[config.mk]
export PLATFORM = sky130hd
export DESIGN_NAME = find_max_feeder
export DESIGN_NICKNAME = d
export VERILOG_FILES = /design/src/rtl/find_max_feeder.sv
export SDC_FILE = /design/constraint.sdc
export NUM_CORES = 1
export LEC_CHECK = 0
export CELL_PAD_IN_SITES_DETAIL_PLACEMENT = 2
export CELL_PAD_IN_SITES_GLOBAL_PLACEMENT = 2
export CORE_AREA = 2 2 191 155
export DETAILED_ROUTE_END_ITERATION = 10
export DIE_AREA = 0 0 193 157
export PLACE_DENSITY_LB_ADDON = 0.1
export REMOVE_ABC_BUFFERS = 1
export SYNTH_ARGS = -nofsm -noshare
export SYNTH_HDL_FRONTEND = slang
export SYNTH_SLANG_ARGS = --single-unit
[constraint.sdc]
create_clock -name clk -period 5.2 [get_ports clk]
set_input_delay 0.52 -clock clk [delete_from_list [all_inputs] [get_ports clk]]
set_output_delay 0.52 -clock clk [all_outputs]
set_load 0.03 [all_outputs]
[src/rtl/find_max_feeder.sv]
// Frame feeder for the max-finder stage: collects a header plus up to seven
// 4-byte entries, then replays them as start / valid strobes followed by a drain gap.
module find_max_feeder #(
  parameter int DRAIN_CYCLES = 2
) (
  input  logic       clk,
  input  logic       rst_n,
  input  logic       in_valid,
  input  logic [7:0] in_data,
  output logic       in_ready,
  output logic       start,
  output logic       valid,
  output logic [2:0] count,
  output logic [2:0] select,
  output logic [7:0] instruction,
  output logic [7:0] data_A,
  output logic [7:0] data_B,
  output logic [7:0] data_C,
  output logic       frame_done,
  output logic       hdr_err,
  output logic       busy
);

  typedef enum logic [2:0] {IDLE, LOAD, START, ISSUE, DRAIN} state_t;

  localparam int DW = (DRAIN_CYCLES > 1) ? $clog2(DRAIN_CYCLES) : 1;

  state_t          state_q, state_d;
  logic [4:0]      byte_cnt_q;
  logic [2:0]      issue_idx_q;
  logic [DW-1:0]   drain_cnt_q;
  logic [3:0][7:0] buf_mem [7];

  logic       accept, last_byte, last_entry, last_drain;
  logic       in_ready_d, start_d, valid_d, frame_done_d, hdr_err_d, busy_d;
  logic [2:0] count_d, select_d, rd_idx;
  logic [3:0][7:0] entry_d;

  assign accept     = in_valid && in_ready;
  assign last_byte  = byte_cnt_q == ({count, 2'b00} - 5'd1);
  assign last_entry = issue_idx_q == (count - 3'd1);
  assign last_drain = drain_cnt_q == DW'(DRAIN_CYCLES - 1);

  // NOTE: sequential state uses non-blocking assignments so every register
  // samples pre-edge values regardless of process ordering.
  always_ff @(posedge clk or negedge rst_n) begin
    if (!rst_n) state_q <= IDLE;
    else        state_q <= state_d;
  end

  // NOTE: every comb output gets a default first, so no path leaves it unassigned (no latch).
  always_comb begin
    state_d = state_q;
    case (state_q)
      IDLE:  if (accept && in_data[2:0] != 3'd0) state_d = LOAD;
      LOAD:  if (accept && last_byte) state_d = START;
      START: state_d = ISSUE;
      ISSUE: if (last_entry) state_d = (DRAIN_CYCLES == 0) ? IDLE : DRAIN;
      DRAIN: if (last_drain) state_d = IDLE;
      default: state_d = IDLE;
    endcase
  end

  // Output values are decoded from the next state and registered, so each
  // output lines up with the state it belongs to.
  always_comb begin
    in_ready_d   = (state_d == IDLE) || (state_d == LOAD);
    start_d      = state_d == START;
    valid_d      = state_d == ISSUE;
    busy_d       = state_d != IDLE;
    frame_done_d = (state_q == ISSUE || state_q == DRAIN) && state_d == IDLE;
    hdr_err_d    = state_q == IDLE && accept && in_data[2:0] == 3'd0;
    count_d      = count;
    select_d     = select;
    if (state_q == IDLE && state_d == LOAD) begin
      count_d  = in_data[2:0];
      select_d = in_data[5:3];
    end
    rd_idx  = (state_q == ISSUE) ? issue_idx_q + 3'd1 : 3'd0;
    entry_d = {data_C, data_B, data_A, instruction};
    if (state_d == ISSUE) entry_d = buf_mem[rd_idx];
  end

  always_ff @(posedge clk or negedge rst_n) begin
    if (!rst_n) begin
      in_ready    <= 1'b0;
      start       <= 1'b0;
      valid       <= 1'b0;
      frame_done  <= 1'b0;
      hdr_err     <= 1'b0;
      busy        <= 1'b0;
      count       <= '0;
      select      <= '0;
      instruction <= '0;
      data_A      <= '0;
      data_B      <= '0;
      data_C      <= '0;
    end else begin
      in_ready    <= in_ready_d;
      start       <= start_d;
      valid       <= valid_d;
      frame_done  <= frame_done_d;
      hdr_err     <= hdr_err_d;
      busy        <= busy_d;
      count       <= count_d;
      select      <= select_d;
      instruction <= entry_d[0];
      data_A      <= entry_d[1];
      data_B      <= entry_d[2];
      data_C      <= entry_d[3];
    end
  end

  // NOTE: the entry buffer is small and must read as zero after reset, so it
  // sits in the async reset domain instead of being left uninitialised like a RAM.
  always_ff @(posedge clk or negedge rst_n) begin
    if (!rst_n) begin
      for (int i = 0; i < 7; i++) buf_mem[i] <= '0;
      byte_cnt_q  <= '0;
      issue_idx_q <= '0;
      drain_cnt_q <= '0;
    end else begin
      if (state_q == IDLE && state_d == LOAD) byte_cnt_q <= '0;
      if (state_q == LOAD && accept) begin
        buf_mem[byte_cnt_q[4:2]][byte_cnt_q[1:0]] <= in_data;
        byte_cnt_q <= byte_cnt_q + 5'd1;
      end
      if (state_d == START) issue_idx_q <= '0;
      else if (state_q == ISSUE && state_d == ISSUE) issue_idx_q <= issue_idx_q + 3'd1;
      if (state_q != DRAIN) drain_cnt_q <= '0;
      else                  drain_cnt_q <= drain_cnt_q + DW'(1);
    end
  end

endmodule
== Word-level counts from Yosys, hierarchy flattened ==
Cells that the tools add are included.
Word-level totals
  input port bits: 11
  flip-flop bits (word level): 280
Operators by class
  add/sub/neg operators: 5
  bitwise gates (word level): 2
  reductions and logical operators: 20
  equal/unequal tests: 10
  mux-type cells: 19
  $lt $le $gt $ge: 5
Operators by type and width (count)
  bitwise mux 224 bit: 1
  binary-select mux 32 bit (select 3 bit): 1
  demux 32 bit (select 3 bit): 1
  two-way mux 32 bit: 3
  two-way mux 3 bit: 7
  demux 8 bit (select 2 bit): 1
  case mux 3 bit (5 select lines): 1
  equality test 3 x 2 -> 1 bit, second input constant: 4
  logical AND 1 bit: 11
  two-way mux 5 bit: 2
  zero test 3 bit: 3
  greater-or-equal comparator 4 bit, second input constant: 2
  two-way mux 8 bit: 1
  inverter 3 -> 4 bit: 2
  equality test 3 x 1 -> 1 bit, second input constant: 2
  nonzero test 3 bit: 2
  adder 5 x 1 -> 5 bit, second input constant: 1
  equality test 5 bit: 1
  subtractor 5 x 1 -> 5 bit, second input constant: 1
  < comparator 4 x 1 -> 1 bit, second input constant: 1
  nonzero test 2 bit: 2
  adder 3 x 1 -> 3 bit, second input constant: 1
  equality test 3 bit: 1
  equality test 3 bit, second input constant: 1
  other kinds (7): 8

== Longest topological paths before layout ==
Gate-level depths: netlist (run 1).
  depth in word-level cells: 9
  mapped depth: 8
  depth with buffers taken out: 6

== Least setup slack after synthesis (run 1) ==
Ideal clock, no wire load.
  path kind: reg2reg
  start: reg count[0]
  end: reg state_q[1]
  stages on the path, launching flop included: 8
  arrival: 2.170 ns
  setup time: 0.127 ns
  buffers on the path: 1
  slack: 2.903 ns
  cell sequence: dfrtp_1 inv_1 ha_1 xor3_1 o41ai_2 buf_2 inv_1 or2_2
Between the ends
  longest elaborated chain between the ends: 5
  elaborated cells on any way between the ends: 8
  those cells by class: add/sub: 2; eq/ne: 2; mux: 3; reduce/logical: 1
RTL lines
  start: declaration: RTL line 13  | output logic [2:0] count,
  start signal: assignment: RTL line 105  | count <= count_d;
  subtractor 5 x 1 -> 5 bit: RTL line 40  | assign last_byte = byte_cnt_q == ({count, 2'b00} - 5'd1);
  equality test 5 bit: RTL line 40
  logical AND 1 bit: RTL line 56  | LOAD: if (accept && last_byte) state_d = START;
  two-way mux 3 bit: RTL line 56
  case mux 3 bit (5 select lines) (*): RTL line 54  | case (state_q)
  named net state_d[1]: RTL line 28  | state_t state_q, state_d;
  end signal: assignment: RTL line 48  | else state_q <= state_d;
  end: declaration: RTL line 28
The timed path passes the listed nets; every way through them passes the cells marked *.
A chain may end at the register's enable or synchronous reset.

== Final worst setup path (run 1) ==
  start: reg issue_idx_q[0]
  end: reg data_C[7]
Between the ends
  longest elaborated chain between the ends: 6
  elaborated cells on any way between the ends: 10
  those cells by class: add/sub: 1; eq/ne: 2; mux: 6; bitwise: 1
RTL lines
  start: declaration: RTL line 30  | logic [2:0] issue_idx_q;
  start signal: assignment: RTL line 129  | else if (state_q == ISSUE && state_d == ISSUE) issue_idx_q <= issue_idx_q + 3'd1;
  adder 3 x 1 -> 3 bit: RTL line 79  | rd_idx = (state_q == ISSUE) ? issue_idx_q + 3'd1 : 3'd0;
  two-way mux 3 bit: RTL line 79
  inverter 3 -> 4 bit (implied by the code): RTL line 81  | if (state_d == ISSUE) entry_d = buf_mem[rd_idx];
  binary-select mux 32 bit (select 3 bit): RTL line 81
  two-way mux 32 bit (implied by the code) (2 in a row): RTL line 81
  end signal: assignment: RTL line 110  | data_C <= entry_d[3];
  end: declaration: RTL line 18  | output logic [7:0] data_C,
Several ways; a longest one is shown, not always the timed one. The select of a mux whose other input is x is not followed.

==> results of run 1 <==
-- through the flow --
stage	TNS, ps	hold slack (ps)	instance area [µm²]	instances
2_1_floorplan	-29630	224	12500	977
3_3_place_gp	0	460	13800	1419
3_5_place_dp	0	469	13800	1419
4_1_cts	0	484	14900	1475
5_1_grt	0	496	14900	1475
6_report	0	480	14900	1475
-- power by group through the flow --
stage               combinational [W]  sequential, W  clock, W
CTS                           0.00258        0.00327   0.00237
detailed placement            0.00252        0.00329         0
floorplan                     0.00167        0.00325         0
global route                  0.00280        0.00336   0.00245
global placement              0.00241        0.00325         0
finish                        0.00254        0.00326   0.00232
-- how the worst max path moves through the flow --
stage | cells after the start | slack, ps | to | from
floorplan | 4 | -970 | state_q[1] | issue_idx_q[0]
global placement | 6 | 1900 | data_C[4] | issue_idx_q[0]
detailed placement | 6 | 1720 | data_C[7] | issue_idx_q[0]
CTS | 6 | 1600 | data_C[7] | issue_idx_q[0]
global route | 6 | 1450 | data_B[5] | issue_idx_q[0]
finish | 6 | 1710 | data_C[7] | issue_idx_q[0]
-- kinds of logic (layout without fill, tap and decap cells) --
group,Yosys count,after routing,synth area share (%)
simple gates,234,234,10.5
fa+ha+maj,6,6,0.582
xor+xnor,10,10,0.902
flops,280,280,54.3
buf+inv,91,138,3.01
compound gates,173,173,7.92
mux,264,264,22.7
-- final cells by class --
type | instances | area [µm²] | area share [%]
Multi-Input combinational cell | 687 | 5560 | 37.4
Inverter | 10 | 37.5 | 0.253
Tap cell | 370 | 463 | 3.12
Clock buffer | 46 | 932 | 6.27
Clock inverter | 9 | 148 | 0.994
Sequential cell | 280 | 7010 | 47.2
Timing Repair Buffer | 73 | 711 | 4.78
-- worst max-delay path, stage by stage (launching register included) --
cell and delay (ps):
sky130_fd_sc_hd__dfrtp_4 970, sky130_fd_sc_hd__ha_1 450, sky130_fd_sc_hd__xnor2_1 200, sky130_fd_sc_hd__a31oi_4 850, sky130_fd_sc_hd__buf_4 370, sky130_fd_sc_hd__nor2_1 70, sky130_fd_sc_hd__o41ai_1 430
-- per-layer routing --
metal / part of all wire [%] / vias up / global-route usage [%]
li1: - / 3818 / -
met1: 45 / 4619 / 33.9
met2: 50 / 105 / 43.7
met3: 2.9 / 45 / 2.92
met4: 1.7 / 0 / 4.98
met5: 0 / - / 0
-- sequential cells by signal (all words and copies together) (netlist names) --
name / count
select: 3
issue_idx_q: 3
valid: 1
state_q: 3
data_A: 8
drain_cnt_q: 1
count: 3
data_B: 8
in_ready: 1
instruction: 8
busy: 1
buf_mem: 224
byte_cnt_q: 5
start: 1
frame_done: 1
data_C: 8
hdr_err: 1
-- Yosys cell counts, types with 6 or more instances --
library cell,instances
sky130_fd_sc_hd__a21oi_1,64
sky130_fd_sc_hd__buf_2,13
sky130_fd_sc_hd__clkbuf_1,58
sky130_fd_sc_hd__dfrtp_1,280
sky130_fd_sc_hd__ha_1,6
sky130_fd_sc_hd__inv_1,10
sky130_fd_sc_hd__mux2_2,230
sky130_fd_sc_hd__mux2i_1,33
sky130_fd_sc_hd__nand2_1,41
sky130_fd_sc_hd__nand2_2,7
sky130_fd_sc_hd__nand3_1,9
sky130_fd_sc_hd__nand3_2,6
sky130_fd_sc_hd__nand3_4,10
sky130_fd_sc_hd__nor2_1,68
sky130_fd_sc_hd__nor2b_1,33
sky130_fd_sc_hd__o21ai_0,68
sky130_fd_sc_hd__o41ai_1,34
sky130_fd_sc_hd__or3_1,33
-- repair_timing --
action,in CTS,in global routing
setup buffers,0,0
endpoints found under the hold margin,71,0
hold buffers,1,0
==> flow_summary.html, run 1 <==
<table>
<tr><th>Metric</th><th>Value</th></tr>
<tr><th colspan="2">Min path</th></tr>
<tr><td>Sink of the worst hold path</td><td>instruction[2]</td></tr>
<tr><td>Hold-critical path depth</td><td>2</td></tr>
<tr><td>Path category of the worst min-delay check</td><td>register to register</td></tr>
<tr><td>Hold path start</td><td>instruction[2]</td></tr>
<tr><th colspan="2">Yosys</th></tr>
<tr><td>Number of warnings issued by yosys</td><td>0</td></tr>
<tr><td>Share of Yosys cell area claimed by the top area cell type</td><td>54.3%</td></tr>
<tr><td>Cell taking the most area after synthesis</td><td>sky130_fd_sc_hd__dfrtp_1</td></tr>
<tr><td>Number of standard cells after synthesis</td><td>1,058</td></tr>
<tr><td>Mean cell area of the mapped netlist</td><td>12.2 µm²</td></tr>
<tr><td>Main area contributors after synthesis</td><td>sky130_fd_sc_hd__dfrtp_1 54%, sky130_fd_sc_hd__mux2_2 20%, sky130_fd_sc_hd__o21ai_0 2.6%, sky130_fd_sc_hd__mux2i_1 2.6%, sky130_fd_sc_hd__a21oi_1 2.5%</td></tr>
<tr><td>Predominant post-synthesis flop cell</td><td>sky130_fd_sc_hd__dfrtp_1</td></tr>
<tr><td>Mapped Area</td><td>12,900 µm²</td></tr>
<tr><td>Synth async-reset ratio</td><td>100%</td></tr>
<tr><td>Sequential share of the synthesized area</td><td>54.3%</td></tr>
<tr><td>Number of distinct library cells after synthesis</td><td>46</td></tr>
<tr><td>Number of storage elements in the synthesis netlist</td><td>280</td></tr>
<tr><td>Number of enable flip-flop cells after synthesis</td><td>0</td></tr>
<tr><th colspan="2">Worst setup path</th></tr>
<tr><td>Setup CP Type</td><td>register to register</td></tr>
<tr><td>Minimum setup slack among reg-to-reg paths</td><td>1710 ps</td></tr>
<tr><td>CP Capture Type</td><td>register</td></tr>
<tr><td>Arrival @ worst endpoint</td><td>3900 ps</td></tr>
<tr><td>Data required time at the worst endpoint</td><td>5620 ps</td></tr>
<tr><td>Crit Reg-Reg Endpoint</td><td>data_C[7]</td></tr>
<tr><td>Critical path peak fanout</td><td>68</td></tr>
<tr><td>Worst reg2reg path depth</td><td>6</td></tr>
<tr><td>Kind of start point of the critical path</td><td>register</td></tr>
<tr><td>Worst r2r src</td><td>issue_idx_q[0]</td></tr>
<tr><th colspan="2">Timing</th></tr>
<tr><td>Number of endpoints with negative hold slack in the final report</td><td>0</td></tr>
<tr><td>Achievable Freq</td><td>287 MHz</td></tr>
<tr><td>Normalized max-slew margin</td><td>16.3%</td></tr>
<tr><td>Final worst-path setup slack</td><td>1710 ps</td></tr>
<tr><td>Time the worst path needs with I/O delays and setup</td><td>3490 ps</td></tr>
<tr><td>Setup Skew</td><td>17.5 ps</td></tr>
<tr><td>Final setup fails</td><td>0</td></tr>
<tr><td>Setup repair after global routing missed its margin</td><td>false</td></tr>
<tr><td>Slew at the pin closest to its max-slew limit</td><td>1250 ps</td></tr>
<tr><td>Max Slew Vio Count</td><td>0</td></tr>
<tr><td>Post-route fraction of the period consumed by the critical path</td><td>67.0%</td></tr>
<tr><th colspan="2">Power</th></tr>
<tr><td>Pwr Total</td><td>0.00812 W</td></tr>
<tr><td>Share of total power in combinational logic</td><td>31.2%</td></tr>
<tr><td>Power Dens Cells</td><td>547 nW/µm²</td></tr>
<tr><td>Clock share of power</td><td>28.6%</td></tr>
<tr><td>Net switching power</td><td>0.00279 W</td></tr>
<tr><td>Leak pwr</td><td>6.89 nW</td></tr>
<tr><td>VDD IR max</td><td>490 µV</td></tr>
<tr><td>Switching share of total power</td><td>34.3%</td></tr>
<tr><td>Sequential power share</td><td>40.2%</td></tr>
<tr><td>Internal Dissipation</td><td>0.00533 W</td></tr>
<tr><th colspan="2">Final layout</th></tr>
<tr><td>Filler cell count in the final layout</td><td>2,681</td></tr>
<tr><td>Fraction of layout instances using a drive strength above 1</td><td>30.3%</td></tr>
<tr><td>Most common library cell in the layout ignoring fill and taps</td><td>sky130_fd_sc_hd__dfrtp_1</td></tr>
<tr><td>Diodes inserted</td><td>0</td></tr>
<tr><td>Most frequent cells in the layout</td><td>279 x sky130_fd_sc_hd__dfrtp_1, 230 x sky130_fd_sc_hd__mux2_2, 68 x sky130_fd_sc_hd__nor2_1, 68 x sky130_fd_sc_hd__o21ai_0, 64 x sky130_fd_sc_hd__a21oi_1</td></tr>
<tr><td>Final nets</td><td>1,099</td></tr>
<tr><td>Share of the core filled with cells</td><td>52.7%</td></tr>
<tr><td>Signed area change from the synthesized netlist to the final layout</td><td>15.2%</td></tr>
<tr><th colspan="2">Run status</th></tr>
<tr><td>Run status</td><td>completed</td></tr>
<tr><th colspan="2">Clock network</th></tr>
<tr><td>Number of buffers added by the clock tree synthesis step</td><td>30</td></tr>
<tr><td>Depth of the CTS H-tree</td><td>1</td></tr>
<tr><td>Buffer cell driving the clock tree root</td><td>sky130_fd_sc_hd__clkbuf_16</td></tr>
<tr><td>Clock insertion delay at the later pin of the skew report</td><td>560 ps</td></tr>
<tr><td>Clock tree buffer depth</td><td>3</td></tr>
<tr><td>Clock tree from TritonCTS</td><td>built</td></tr>
<tr><td>Clock-pin slew on the worst setup and hold paths</td><td>60 ps</td></tr>
<tr><td>Number of clock sinks</td><td>280</td></tr>
<tr><td>Number of gates resized after cts</td><td>0</td></tr>
<tr><th colspan="2">Global route</th></tr>
<tr><td>Total gr overflow</td><td>0</td></tr>
<tr><td>Number of global-route vias before repair</td><td>9,645</td></tr>
<tr><td>Pin count of the biggest net entering global routing</td><td>108</td></tr>
<tr><td>Wire length of the first global-routing pass</td><td>57,800 µm</td></tr>
<tr><td>Global routing usage summed across all routing layers</td><td>25.1%</td></tr>
<tr><td>Number of antenna violations at the first check in global routing</td><td>1</td></tr>
<tr><th colspan="2">Route</th></tr>
<tr><td>Remaining design rule violation count</td><td>0</td></tr>
<tr><td>Violation count after the first detailed-route iteration</td><td>323</td></tr>
<tr><td>Ratio of routed vias to standard cells</td><td>5.82</td></tr>
<tr><td>Iteration count of the initial detailed-routing pass</td><td>4</td></tr>
<tr><td>Via count</td><td>8,587</td></tr>
<tr><td>Sum of routed wire length over all layers</td><td>36,700 µm</td></tr>
<tr><td>Routed WL per cell</td><td>24.9 µm</td></tr>
<tr><td>Post-DRT Antenna Nets</td><td>0</td></tr>
<tr><th colspan="2">Placed design</th></tr>
<tr><td>Gp weighted congestion</td><td>0.734</td></tr>
<tr><td>Dpl hpwl</td><td>21,200 µm</td></tr>
<tr><td>Post-Place Worst Slack</td><td>1720 ps</td></tr>
<tr><td>Buffers on Ports</td><td>54</td></tr>
<tr><th colspan="2">Die</th></tr>
<tr><td>Number of top-level pins</td><td>55</td></tr>
<tr><td>Overall die area</td><td>30,300 µm²</td></tr>
<tr><td>Number of placement rows</td><td>55</td></tr>
<tr><td>Initial core utilization</td><td>45.7%</td></tr>
<tr><td>Die boundary height</td><td>157 µm</td></tr>
<tr><td>Width of the die</td><td>193 µm</td></tr>
<tr><td>Standard cell core area</td><td>28,200 µm²</td></tr>
<tr><th colspan="2">Flow run</th></tr>
<tr><td>Maximum capacitance violations</td><td>0</td></tr>
</table>
Power figures use the tool's default switching activity.
==> inputs of run 2 (changes only) <==
--- a/config.mk
+++ b/config.mk
@@ -7,9 +7,9 @@
 export LEC_CHECK = 0
 export CELL_PAD_IN_SITES_DETAIL_PLACEMENT = 2
 export CELL_PAD_IN_SITES_GLOBAL_PLACEMENT = 2
-export CORE_AREA = 2 2 191 155
+export CORE_AREA = 2 2 209 170
 export DETAILED_ROUTE_END_ITERATION = 10
-export DIE_AREA = 0 0 193 157
+export DIE_AREA = 0 0 211 172
 export PLACE_DENSITY_LB_ADDON = 0.1
 export REMOVE_ABC_BUFFERS = 1
 export SYNTH_ARGS = -nofsm -noshare
==> constraint.sdc (replaced) <==
create_clock -name clk -period 2.93 [get_ports clk]
set_input_delay 0.293 -clock clk [delete_from_list [all_inputs] [get_ports clk]]
set_output_delay 0.293 -clock clk [all_outputs]
set_load 0.03 [all_outputs]
==> flow_summary.html, run 2 (synthesis gave the netlist of run 1 again) <==
<table>
<tr><th>Metric</th><th>Value</th></tr>
<tr><th colspan="2">Worst setup path</th></tr>
<tr><td>Critical path peak fanout</td><td>21</td></tr>
<tr><td>Worst r2r src</td><td>state_q[2]</td></tr>
<tr><td>Crit Reg-Reg Endpoint</td><td>buf_mem[2]</td></tr>
<tr><td>Arrival @ worst endpoint</td><td>2930 ps</td></tr>
<tr><td>Kind of start point of the critical path</td><td>register</td></tr>
<tr><td>Setup CP Type</td><td>register to register</td></tr>
<tr><td>Data required time at the worst endpoint</td><td>3390 ps</td></tr>
<tr><td>Worst reg2reg path depth</td><td>6</td></tr>
<tr><td>Minimum setup slack among reg-to-reg paths</td><td>460 ps</td></tr>
<tr><td>CP Capture Type</td><td>register</td></tr>
<tr><th colspan="2">Power</th></tr>
<tr><td>Pwr Total</td><td>0.0141 W</td></tr>
<tr><td>Power Dens Cells</td><td>938 nW/µm²</td></tr>
<tr><td>Leak pwr</td><td>6.97 nW</td></tr>
<tr><td>VDD IR max</td><td>596 µV</td></tr>
<tr><th colspan="2">Die</th></tr>
<tr><td>Die boundary height</td><td>172 µm</td></tr>
<tr><td>Number of top-level pins</td><td>55</td></tr>
<tr><td>Width of the die</td><td>211 µm</td></tr>
<tr><td>Standard cell core area</td><td>34,300 µm²</td></tr>
<tr><td>Number of placement rows</td><td>61</td></tr>
<tr><td>Initial core utilization</td><td>37.6%</td></tr>
<tr><td>Overall die area</td><td>36,300 µm²</td></tr>
<tr><th colspan="2">Route</th></tr>
<tr><td>Violation count after the first detailed-route iteration</td><td>292</td></tr>
<tr><td>Post-DRT Antenna Nets</td><td>0</td></tr>
<tr><td>Iteration count of the initial detailed-routing pass</td><td>4</td></tr>
<tr><td>Sum of routed wire length over all layers</td><td>35,500 µm</td></tr>
<tr><td>Routed WL per cell</td><td>22.7 µm</td></tr>
<tr><td>Ratio of routed vias to standard cells</td><td>5.43</td></tr>
<tr><td>Remaining design rule violation count</td><td>0</td></tr>
<tr><td>Via count</td><td>8,503</td></tr>
<tr><th colspan="2">Timing</th></tr>
<tr><td>Total Negative Setup Slacks</td><td>0 ps</td></tr>
<tr><td>Setup Skew</td><td>10.4 ps</td></tr>
<tr><td>Time the worst path needs with I/O delays and setup</td><td>2470 ps</td></tr>
<tr><td>Max Slew Vio Count</td><td>0</td></tr>
<tr><td>Post-route fraction of the period consumed by the critical path</td><td>84.4%</td></tr>
<tr><td>Number of endpoints with negative hold slack in the final report</td><td>0</td></tr>
<tr><td>Final setup fails</td><td>0</td></tr>
<tr><td>Achievable Freq</td><td>405 MHz</td></tr>
<tr><td>Normalized max-slew margin</td><td>51.8%</td></tr>
<tr><td>Setup repair after global routing missed its margin</td><td>false</td></tr>
<tr><td>Slew at the pin closest to its max-slew limit</td><td>722 ps</td></tr>
<tr><th colspan="2">Clock network</th></tr>
<tr><td>Clock insertion delay at the later pin of the skew report</td><td>570 ps</td></tr>
<tr><td>Clock-pin slew on the worst setup and hold paths</td><td>60 ps</td></tr>
<tr><td>Buffer cell driving the clock tree root</td><td>sky130_fd_sc_hd__clkbuf_16</td></tr>
<tr><td>Depth of the CTS H-tree</td><td>1</td></tr>
<tr><td>Number of clock sinks</td><td>280</td></tr>
<tr><td>Number of gates resized after cts</td><td>0</td></tr>
<tr><td>Clock tree from TritonCTS</td><td>built</td></tr>
<tr><td>Number of buffers added by the clock tree synthesis step</td><td>31</td></tr>
<tr><td>Clock tree buffer depth</td><td>3</td></tr>
<tr><th colspan="2">Placed design</th></tr>
<tr><td>Placed inst area</td><td>14,100 µm²</td></tr>
<tr><td>Gp weighted congestion</td><td>0.711</td></tr>
<tr><td>Buffers on Ports</td><td>54</td></tr>
<tr><td>Dpl hpwl</td><td>20,900 µm</td></tr>
<tr><th colspan="2">Run status</th></tr>
<tr><td>Run status</td><td>completed</td></tr>
<tr><th colspan="2">Final layout</th></tr>
<tr><td>Most frequent cells in the layout</td><td>279 x sky130_fd_sc_hd__dfrtp_1, 230 x sky130_fd_sc_hd__mux2_2, 68 x sky130_fd_sc_hd__nor2_1, 68 x sky130_fd_sc_hd__o21ai_0, 64 x sky130_fd_sc_hd__a21oi_1</td></tr>
<tr><td>Post-route design area</td><td>15,100 µm²</td></tr>
<tr><td>Fraction of layout instances using a drive strength above 1</td><td>31.0%</td></tr>
<tr><td>Diodes inserted</td><td>0</td></tr>
<tr><td>Share of the core filled with cells</td><td>44.0%</td></tr>
<tr><td>Final nets</td><td>1,117</td></tr>
<tr><td>Register with the most flip-flops</td><td>buf_mem</td></tr>
<tr><td>Signed area change from the synthesized netlist to the final layout</td><td>16.9%</td></tr>
<tr><td>Max reg flops</td><td>224</td></tr>
<tr><td>Filler cell count in the final layout</td><td>3,438</td></tr>
<tr><td>Most common library cell in the layout ignoring fill and taps</td><td>sky130_fd_sc_hd__dfrtp_1</td></tr>
<tr><th colspan="2">Global route</th></tr>
<tr><td>Pin count of the biggest net entering global routing</td><td>103</td></tr>
<tr><td>Number of antenna violations at the first check in global routing</td><td>1</td></tr>
<tr><td>Number of global-route vias before repair</td><td>9,560</td></tr>
<tr><td>Total gr overflow</td><td>0</td></tr>
<tr><td>Wire length of the first global-routing pass</td><td>57,200 µm</td></tr>
<tr><td>Global routing usage summed across all routing layers</td><td>20.7%</td></tr>
<tr><th colspan="2">Min path</th></tr>
<tr><td>Path category of the worst min-delay check</td><td>primary input to asynchronous set/reset pin</td></tr>
<tr><th colspan="2">Flow run</th></tr>
<tr><td>Maximum capacitance violations</td><td>0</td></tr>
</table>
## run 2: changes by cell type in the layout (fill, tap and decap cells not counted), sizes merged
cell | before | now
clkinv | 4 | 7
buf | 20 | 36
bufinv | 4 | 1
clkdlybuf4s50 | 52 | 53
clkbuf | 46 | 48
## run 2: power breakdown
group / internal (W) / leakage [nW] / switching [W]
combinational: 0.00207 / 2.77 / 0.00260
clock: 0.00225 / 0.498 / 0.00159
sequential: 0.00497 / 3.70 / 0.000648
## run 2: area by class of cell
type | count | area (µm²) | share of cell area, %
Multi-Input combinational cell | 687 | 5550 | 36.8
Sequential cell | 280 | 7010 | 46.5
Timing Repair Buffer | 90 | 918 | 6.09
Clock inverter | 9 | 72.6 | 0.481
Tap cell | 441 | 552 | 3.66
Clock buffer | 48 | 930 | 6.17
Inverter | 10 | 37.5 | 0.249
## run 2: how the worst max path moves through the flow
stage               cells past startpoint           end      startpoint
detailed placement                      5  buf_mem[175]        in_valid
global route                            6    buf_mem[5]      state_q[2]
finish                                  6    buf_mem[2]      state_q[2]
floorplan                               4    state_q[1]  issue_idx_q[0]
CTS                                     4  buf_mem[175]      state_q[2]
global placement                        7    buf_mem[1]        in_valid
## run 2: layer usage
metal	routed length [µm]	track usage, %	part of all wire, %
met1	16700	28.3	47
met2	17100	35.6	48
met3	1090	2.49	3.1
met4	623	3.95	1.8
met5	0	0	0
## run 2: critical path: stages (launching register included)
cell and delay [ps]:
sky130_fd_sc_hd__dfrtp_1 460, sky130_fd_sc_hd__or3b_2 650, sky130_fd_sc_hd__nor2_8 430, sky130_fd_sc_hd__buf_4 230
sky130_fd_sc_hd__nand3_1 80, sky130_fd_sc_hd__buf_4 210, sky130_fd_sc_hd__mux2_2 280
## run 2: repair_timing
item                       in CTS  in global routing
setup endpoints to repair       0                  0
hold endpoints to repair       62                  0
hold buffers                    1                  0
buffers inserted                0                  0
## run 2: through the flow
step                hold WS [ps]  std cells  worst slack, ps
floorplan                  -2.59        977            -3240
CTS                          277       1565              451
detailed placement           292       1507              409
global route                 293       1565              355
finish                       266       1565              458
global placement             294       1507              430
